`src/rtl/addsub_pkg.sv`:
```
// Shared definitions for the pipelined adder/subtractor: flag bit positions,
// the flags struct and the slice-width helper.
package addsub_pkg;

    localparam int FLAG_COUT = 0;
    localparam int FLAG_OVF  = 1;
    localparam int FLAG_ZERO = 2;

    // Member order makes the packed bit index match the FLAG_* constants.
    typedef struct packed {
        logic zero;
        logic ovf;
        logic cout;
    } addsub_flags_t;

    function automatic int slice_w(input int width, input int stages);
        return width / stages;
    endfunction

endpackage

```
`src/rtl/addsub_slice.sv`:
```
// Combinational W-bit adder slice; also exposes the carry into its msb so the
// last slice can derive signed overflow.
module addsub_slice #(
    parameter int W = 8
) (
    input  logic [W-1:0] a,
    input  logic [W-1:0] b,
    input  logic         cin,
    output logic [W-1:0] s,
    output logic         cout,
    output logic         cmsb
);

    assign {cout, s} = {1'b0, a} + {1'b0, b} + {{W{1'b0}}, cin};
    assign cmsb      = s[W-1] ^ a[W-1] ^ b[W-1];

endmodule

```
`src/rtl/addsub_pipe.sv`:
```
// Pipelined two's-complement add/sub, one carry slice per register stage, with
// valid/ready backpressure. ADDSUB_PIPE_SAT_EN adds the sat input (clamp on overflow).
module addsub_pipe
    import addsub_pkg::*;
#(
    parameter int WIDTH  = 32,
    parameter int STAGES = 4
) (
    input  logic             clk,
    input  logic             reset,
    input  logic             in_valid,
    output logic             in_ready,
    input  logic [WIDTH-1:0] a,
    input  logic [WIDTH-1:0] b,
    input  logic             sub,
`ifdef ADDSUB_PIPE_SAT_EN
    input  logic             sat,
`endif
    output logic             out_valid,
    input  logic             out_ready,
    output logic [WIDTH-1:0] sum,
    output logic             cout,
    output logic             ovf,
    output logic             zero
);

    localparam int S = slice_w(WIDTH, STAGES);

    if (STAGES < 1 || STAGES > WIDTH || (WIDTH % STAGES) != 0) begin : g_bad_cfg
        $error("addsub_pipe: STAGES must be 1..WIDTH and divide WIDTH");
    end

    logic             en;
    logic             vld_q;
    logic [WIDTH-1:0] sum_q;
    addsub_flags_t    flags_q;

    // Stage k operands: index 0 comes from the ports, index k>0 from register k-1.
    logic             x_vld [STAGES];
    logic             x_sat [STAGES];
    logic             x_c   [STAGES];
    logic [WIDTH-1:0] x_a   [STAGES];
    logic [WIDTH-1:0] x_b   [STAGES];
    logic [WIDTH-1:0] x_s   [STAGES];

    assign en        = !vld_q || out_ready;
    assign in_ready  = en;
    assign out_valid = vld_q;
    assign sum       = sum_q;
    assign cout      = flags_q.cout;
    assign ovf       = flags_q.ovf;
    assign zero      = flags_q.zero;

    assign x_vld[0] = in_valid;
    assign x_a[0]   = a;
    assign x_b[0]   = sub ? ~b : b;
    assign x_c[0]   = sub;
    assign x_s[0]   = '0;
`ifdef ADDSUB_PIPE_SAT_EN
    assign x_sat[0] = sat;
`else
    assign x_sat[0] = 1'b0;
`endif

    for (genvar k = 0; k < STAGES; k++) begin : g_stage
        logic [S-1:0]     s_k;
        logic             c_k;
        logic             cmsb_k;
        logic [WIDTH-1:0] nsum;

        addsub_slice #(.W(S)) u_slice (
            .a    (x_a[k][k*S +: S]),
            .b    (x_b[k][k*S +: S]),
            .cin  (x_c[k]),
            .s    (s_k),
            .cout (c_k),
            .cmsb (cmsb_k)
        );

        always_comb begin
            nsum          = x_s[k];
            nsum[k*S +: S] = s_k;
        end

        if (k < STAGES - 1) begin : g_mid
            logic             vld_r;
            logic             sat_r;
            logic             c_r;
            logic [WIDTH-1:0] a_r;
            logic [WIDTH-1:0] b_r;
            logic [WIDTH-1:0] s_r;
            logic             unused_cmsb;

            assign unused_cmsb = cmsb_k;

            always_ff @(posedge clk or posedge reset) begin
                if (reset) begin
                    vld_r <= 1'b0;
                    sat_r <= 1'b0;
                    c_r   <= 1'b0;
                    a_r   <= '0;
                    b_r   <= '0;
                    s_r   <= '0;
                end else if (en) begin
                    vld_r <= x_vld[k];
                    sat_r <= x_sat[k];
                    c_r   <= c_k;
                    a_r   <= x_a[k];
                    b_r   <= x_b[k];
                    s_r   <= nsum;
                end
            end

            assign x_vld[k+1] = vld_r;
            assign x_sat[k+1] = sat_r;
            assign x_c[k+1]   = c_r;
            assign x_a[k+1]   = a_r;
            assign x_b[k+1]   = b_r;
            assign x_s[k+1]   = s_r;
        end else begin : g_last
            logic [WIDTH-1:0] res;
            addsub_flags_t    flg;

            // Overflow iff carry into the msb differs from carry out of it.
            always_comb begin
                flg.cout = c_k;
                flg.ovf  = c_k ^ cmsb_k;
                res      = nsum;
                if (x_sat[k] && flg.ovf) begin
                    res = x_a[k][WIDTH-1] ? {1'b1, {(WIDTH-1){1'b0}}}
                                          : {1'b0, {(WIDTH-1){1'b1}}};
                end
                flg.zero = ~|res;
            end

            // Result and flags only load with a real beat so bubbles leave them untouched.
            always_ff @(posedge clk or posedge reset) begin
                if (reset) begin
                    vld_q   <= 1'b0;
                    sum_q   <= '0;
                    flags_q <= '0;
                end else if (en) begin
                    vld_q <= x_vld[k];
                    if (x_vld[k]) begin
                        sum_q   <= res;
                        flags_q <= flg;
                    end
                end
            end
        end
    end

endmodule
```
`config.mk`:
```
export PLATFORM = sky130hd
export DESIGN_NAME = addsub_pipe
export DESIGN_NICKNAME = d
export VERILOG_FILES = /design/src/rtl/addsub_pkg.sv /design/src/rtl/addsub_slice.sv /design/src/rtl/addsub_pipe.sv
export SDC_FILE = /design/constraint.sdc
export NUM_CORES = 1
export LEC_CHECK = 0
export CAP_MARGIN = 10
export CORE_UTILIZATION = 56
export DETAILED_ROUTE_END_ITERATION = 12
export PLACE_DENSITY = 0.87
export SETUP_SLACK_MARGIN = 0.3
export SYNTH_ARGS = -nofsm -noshare
export SYNTH_HDL_FRONTEND = slang
export SYNTH_SLANG_ARGS = --single-unit
```
`constraint.sdc`:
```
create_clock -name clk -period 6.5 [get_ports clk]
set_clock_uncertainty 0.1 [all_clocks]
set_input_delay 0.65 -clock clk [delete_from_list [all_inputs] [get_ports clk]]
set_output_delay 0.65 -clock clk [all_outputs]
set_load 0.005 [all_outputs]
```
# == Word-level counts from Yosys, hierarchy flattened ==
# Index checks and enable logic that the tools add are counted.
# totals
ram_bits,0
elab_cells,38
latchBits,0
romBits,0
ff_bits,282
mem_count,0
output_inout_bits,37
# op_classes
n_div,0
muxes,1
eq_ne,0
add_sub_neg,8
shifts,0
n_reduce_logical,5
multipliers,0
order_cmp,0
bitwise,4
# ops
cell,count
8-bit by 8-bit adder with 9-bit output,4
9-bit by 1-bit adder with 9-bit output,4
32-bit two-way mux,1
32-bit NOT,1
32-bit OR reduction,1
1-bit bitwise XOR,3
1-bit logical NOT,2
2-bit AND reduction,1
1-bit logical OR,1

# == Depth between registers and ports, before layout ==
# Gate-level depths: netlist of the first run.
# depth
word_depth,5
ltp_mapped,11
mapped_depth_nobuf,11

# == Hierarchy ==
# A second synthesis of the first run with hierarchy kept.
# hier_totals
hier_cells,912
hier_area_um2,8911.0
# by_module_without_submodules
mod,instances,seq_area_each_um2,cells_each,area_each_um2
addsub_pipe,1,4654.5,737,7405.9
addsub_slice (g_stage[0].u_slice ...),2,0.0,44,376.6
addsub_slice (g_stage[3].u_slice),1,0.0,43,376.6
addsub_slice (g_stage[2].u_slice),1,0.0,44,375.4

# == Worst setup path before layout of the first run ==
# Ideal clock, no wire load.
# synth_path
path_type,input-to-reg
start,input sub
end,register g_stage[0].g_mid.c_r
arrival_time_ns,2.566
setup_ns,0.133
required_ns,6.267
path_slack_ns,3.701
stages,11
path_cell_list,clkbuf_2 > buf_2 > xor2_1 > fa_1 > a21o_1 > a21oi_1 > o21bai_1 > a21oi_1 > o21bai_1 > a211oi_1 > a21oi_1
# synth_via
elab_chain_cells,3
# synth_rtl
element,line_no,source
start: declaration,addsub_pipe.sv:15,"input logic sub,"
32-bit two-way mux,addsub_pipe.sv:56,assign x_b[0] = sub ? ~b : b;
8-bit by 8-bit adder with 9-bit output,addsub_slice.sv:14,"assign {cout, s} = {1'b0, a} + {1'b0, b} + {{W{1'b0}}, cin};"
9-bit by 1-bit adder with 9-bit output (*),addsub_slice.sv:14,
end signal: assignment,addsub_pipe.sv:107,c_r <= c_k;
end: declaration,addsub_pipe.sv:88,logic c_r;
# Every way passes the cells marked *; elsewhere a longest branch is shown, timed or not.
# A chain may end at the register's enable or synchronous reset.

# == Worst setup path in the final report of the first run ==
# layout_path
start,input out_ready
end,output in_ready
# layout_via
elab_chain_cells,1
# layout_rtl
element,line_no,source
start: declaration,addsub_pipe.sv:20,"input logic out_ready,"
1-bit logical OR,addsub_pipe.sv:46,assign en = !vld_q || out_ready;
end: declaration,addsub_pipe.sv:12,"output logic in_ready,"
# No other way between the ends.

==> reports/qor.csv, run 1 <==
metric,value,unit
total power,4.95,mW
Max Cap Viol,0,
"commonest non-fill, non-tap cell in the layout",nand2_1,
worst hold margin,0.365,ns
Layout area overhead,21.4,%
TritonCTS buffer count,17,
WL per Instance,14.6,microns
Rows,44,
final cell count without fillers,1150,
post-synth top area share,55.8,%
CP Data Arrival Time,2.70,ns
Vias,5994,
worst vdd ir,0.000229,V
share of layout cells above drive strength 1,7.56,%
# setup viols final,0,
post-synthesis cell type count,38,
Routed WL,16700,microns
crit start category,input pin,
"top cells by area, synth","dfrtp_1, nand2_1, ha_1",
grt total ovfl,0,
Yosys top cell by area,dfrtp_1,
input/output buffers,105,
Setup crit end kind,output port,
TritonCTS sink count,186,
HPWL after detailed placement,11300,microns
kind of critical path,input pin to output port,
cell area after layout,0.0101,sq mm
CP max FO,83,
antenna violations before repair,0,
drt initial violations,427,
Lkg Pwr,4.84,nW
IO Pins,106,
relative slew slack,38.5,%
Final period util,53.1,%
syn_area_per_cell,9.65,sq um
vias per cell,5.21,
CTS Hold Bufs,0,
Worst R2R Setup Slack,3.77,ns
post-route ant nets,0,
max-slew violations,0,
clk root buf,clkbuf_16,
worst hold path type,flip-flop to flip-flop,
setup total negative slack,0,ns
# Post-CTS Setup Buffers,0,
Post-Syn Instances,865,
status,"complete, no violations",
synth warn,0,
power per standard cell area,488,mW/mm^2
number of global-route vias before repair,5704,
final hold violations,0,
most frequent cells in the layout,"nand2_1, dfrtp_1, clkdlybuf4s50_1",
die width,124,microns
DRC Markers,0,
Syn Nets,969,
Crit path required time,5.75,ns
largest net degree at the start of global routing,96,
maximum clock path buffer count,2,
Max Freq,290,MHz
final critical-path required period,3.45,ns
worst-skew pair later-pin latency,0.43,ns
full die area,0.0154,sq mm
core area,0.0145,sq mm
starting density of the core,57.4,%
diodes inserted,0,
TritonCTS clock tree,yes,
Slew @ Worst Pin,0.923,ns
# nets final,1058,
fin worst setup slack,3.05,ns
Mapped Area,0.00835,sq mm
H-tree levels,4,
area post-placement,0.00952,sq mm
Placed Cells,1119,
Layout Utilization,69.7,%
Resized Gates After CTS,0,
CTS clock-pin slew for the worst setup and hold paths,0.07,ns
Die H,124,microns
RSZ-0062 raised after global routing,false,
RD Place Congestion,0.848,
"Seq/Total Area, Yosys",55.8,%
Synth Register Bits,186,
pre-CTS WS,3.05,ns
gr usage total,23.1,%
drt first pass iters,4,
first-pass GRT wire length,26900,microns
-- state kept, by name, summed over array words and instances, names as in the netlist --
signal and flops:
ovf 1, zero 1, g_stage.g_mid.a_r 48, out_valid 1, g_stage.g_mid.vld_r 3, g_stage.g_mid.c_r 3
sum 32, g_stage.g_mid.b_r 48, g_stage.g_mid.s_r 48, cout 1
-- synth_stat cells --
master / instances
nor4_2: 1
o21a_1: 2
nor4_1: 5
xnor2_1: 38
nor3_2: 1
o31ai_1: 4
nor3b_1: 1
mux2_2: 28
o41ai_2: 1
and3_1: 3
inv_2: 1
a221o_2: 1
a21boi_0: 1
a21o_1: 6
or4_1: 1
a21oi_1: 26
nor2b_1: 3
o21ai_0: 41
dfrtp_1: 186
ha_1: 28
xor2_1: 17
nand2b_1: 3
a211oi_1: 4
a31oi_2: 1
clkbuf_1: 32
a21oi_2: 1
clkbuf_2: 1
nand4_1: 3
o21ai_1: 4
nand3_1: 3
nor3_1: 7
inv_1: 19
fa_1: 7
o21bai_1: 7
buf_2: 6
buf_1: 2
nor2_1: 26
nand2_1: 344
-- worst paths after layout --
kind                                                           start                                    to  cells past startpoint
worst max-delay path                                       out_ready                              in_ready                      5
worst min-delay path            g_stage[0].g_mid.a_r[21]$_DFFE_PP0N_  g_stage[1].g_mid.a_r[21]$_DFFE_PP0N_                      2
worst max register to register                 out_valid$_DFFE_PP0N_                      zero$_DFFE_PP0P_                     10
worst min register to register  g_stage[0].g_mid.a_r[21]$_DFFE_PP0N_  g_stage[1].g_mid.a_r[21]$_DFFE_PP0N_                      2
max in group asynchronous                                      reset   g_stage[0].g_mid.b_r[9]$_DFFE_PP0N_                      3
min in group asynchronous                                      reset                   sum[12]$_DFFE_PP0P_                      2
-- logic make-up after synthesis --
family	share of synthesized area, %
AOI/OAI and AO/OA	7.00
xor gates and xnor gates	5.77
adders and majority gates	5.88
buffers and inverters	2.85
DFF	55.8
muxes	3.78
and+or+nand+nor	19.0
-- cell type report --
cell class | instances | area (sq um)
Sequential cell | 186 | 4650
Tap cell | 184 | 230
Fill cell | 1051 | 4400
Clock inverter | 9 | 138
Multi-Input combinational cell | 618 | 3460
Timing Repair Buffer | 111 | 1090
Inverter | 20 | 82.6
Clock buffer | 22 | 474
-- worst max-delay path: stages --
cell             delay [ns]
clkdlybuf4s50_1        0.45
nor2b_4                0.12
buf_4                  0.60
inv_4                  0.32
clkdlybuf4s50_1        0.54
-- layer usage --
metal	global-route usage [%]	up-vias	part of all wire, %
li1	-	2962	-
met3	4.12	30	4.8
met4	10.6	0	2.5
met2	36.9	159	49
met1	30.9	2843	44
met5	0	-	0
-- power breakdown --
part	internal [mW]	switching, mW	total, mW
sequential	1.67	0.346	2.02
clock	0.635	0.426	1.06
combinational	0.899	0.968	1.87
Note: power is estimated with default switching activity, not from simulation.
==> run 2: changes to the inputs <==
==> constraint.sdc (replaced) <==
create_clock -name clk -period 3.2 [get_ports clk]
set_clock_uncertainty 0.1 [all_clocks]
set_input_delay 0.32 -clock clk [delete_from_list [all_inputs] [get_ports clk]]
set_output_delay 0.32 -clock clk [all_outputs]
set_load 0.005 [all_outputs]
==> run 2 against run 1 <==
Routed wire length shrank 1.2%. Final area shrank 0.17%. Register-to-register slack got worse by 3.2 ns. Die area did not move. Worst setup slack worse by 2.5 ns. Sequential cell count is the same. Sequential share of layout area rose by 0.079 points. Via count about the same. Cell count is essentially flat. Sequential power rose by 100%. Combinational power grew 100%. Core utilization fell by 0.12 points. Highest routed layer unchanged.
==> reports/qor.csv, run 2 (synthesis results as in run 1) <==
metric,value,unit
die width,124,microns
H-tree levels,4,
Crit path required time,3.39,ns
HPWL after detailed placement,10900,microns
share of layout cells above drive strength 1,7.45,%
TritonCTS clock tree,yes,
drt initial violations,448,
worst vdd ir,0.000547,V
hold path startpoint,a[28],
kind of critical path,flip-flop to flip-flop,
most frequent cells in the layout,"nand2_1, dfrtp_1, clkdlybuf4s50_1",
Rows,44,
grt total ovfl,0,
TritonCTS buffer count,17,
Resized Gates After CTS,0,
RD Place Congestion,0.897,
full die area,0.0154,sq mm
Routed WL,16500,microns
CP max FO,2,
number of global-route vias before repair,5660,
IO Pins,106,
Slew @ Worst Pin,0.764,ns
post-route ant nets,0,
drt first pass iters,4,
largest net degree at the start of global routing,170,
RSZ-0062 raised after global routing,false,
first-pass GRT wire length,27200,microns
worst hold path type,input pin to flip-flop,
power per standard cell area,978,mW/mm^2
biggest regs,"g_stage.g_mid.a_r x48, g_stage.g_mid.b_r x48, g_stage.g_mid.s_r x48",
crit path from,g_stage[2].g_mid.c_r$_DFFE_PP0N_,
TritonCTS sink count,186,
Lkg Pwr,4.83,nW
final hold violations,0,
status,"complete, no violations",
# Post-CTS Setup Buffers,0,
CTS clock-pin slew for the worst setup and hold paths,0.06,ns
# nets final,1059,
clk root buf,clkbuf_16,
Filler Cells Inserted,1079,
worst-skew pair later-pin latency,0.43,ns
max-slew violations,0,
setup total negative slack,0,ns
antenna violations before repair,0,
Layout area overhead,21.2,%
starting density of the core,57.4,%
diodes inserted,0,
core area,0.0145,sq mm
# setup viols final,0,
CTS Hold Bufs,0,
Setup crit end kind,flip-flop,
"commonest non-fill, non-tap cell in the layout",nand2_1,
Die H,124,microns
CP Data Arrival Time,2.80,ns
final critical-path required period,2.60,ns
maximum clock path buffer count,2,
gr usage total,23.4,%
vias per cell,5.21,
crit start category,flip-flop,
input/output buffers,105,
Max Cap Viol,0,
total power,9.89,mW
WL per Instance,14.4,microns
DRC Markers,0,
Final period util,81.4,%
reg2reg start,g_stage[2].g_mid.c_r$_DFFE_PP0N_,
relative slew slack,49.1,%
Vias,5995,
Max Freq,384,MHz
## run 2: cell count changes in the layout (fill, tap and decap cells not counted), moves of 2 or more
cell,previous run,this run
clkbuf_1,2,4
clkinv_2,0,4
inv_6,2,0
buf_12,0,2
## run 2: worst paths after layout
path / cells after the start / end / slack, ns
setup reg to reg: 9 / ovf$_DFFE_PP0P_ / 0.60
hold reg to reg: 2 / g_stage[0].g_mid.a_r[31]$_DFFE_PP0N_ / 0.37
min in group asynchronous: 3 / sum[7]$_DFFE_PP0P_ / 0.33
max in group asynchronous: 3 / g_stage[1].g_mid.s_r[3]$_DFFE_PP0N_ / 2.07
setup / recovery: 9 / ovf$_DFFE_PP0P_ / 0.60
hold / removal: 3 / g_stage[0].g_mid.a_r[28]$_DFFE_PP0N_ / 0.32
## run 2: power by group
group	internal (mW)	total, mW	switching [mW]	leakage (nW)
sequential	3.40	4.10	0.694	2.24
clock	1.18	2.02	0.834	0.273
combinational	1.83	3.78	1.95	2.32
## run 2: critical path, stage by stage, from the launching register on
cell and delay (ns):
dfrtp_1 0.40, fa_1 0.47, fa_1 0.42, a21o_1 0.19
nand4_1 0.09, nand3_1 0.10, o41ai_2 0.31, xnor2_1 0.18
xnor2_1 0.14, o21ai_1 0.07
## run 2: cell type report
| type | instances | area, sq um | share of cell area [%] |
|---|---|---|---|
| Inverter | 20 | 81.3 | 0.804 |
| Sequential cell | 186 | 4650 | 46.0 |
| Multi-Input combinational cell | 618 | 3460 | 34.2 |
| Timing Repair Buffer | 112 | 1120 | 11.1 |
| Clock buffer | 23 | 468 | 4.63 |
| Tap cell | 184 | 230 | 2.28 |
| Clock inverter | 8 | 95.1 | 0.940 |
## run 2: stage by stage
stage	utilization (%)	hold slack, ns	cells	area, sq um	setup slack, ns
CTS	69.6	0.311	1151	10100	0.604
finish	69.6	0.320	1151	10100	0.596
global placement	65.7	0.351	1120	9550	0.326
global route	69.6	0.315	1151	10100	0.449
detailed placement	65.7	0.355	1120	9550	0.258
floorplan	-	0.332	865	8350	0.387
## run 2: per-layer routing
layer,vias up,global-route usage (%),routed length (microns)
li1,2965,-,-
met1,2864,31.4,7380
met2,141,37.8,8130
met3,25,4.62,711
met4,0,8.93,330
met5,-,0,0
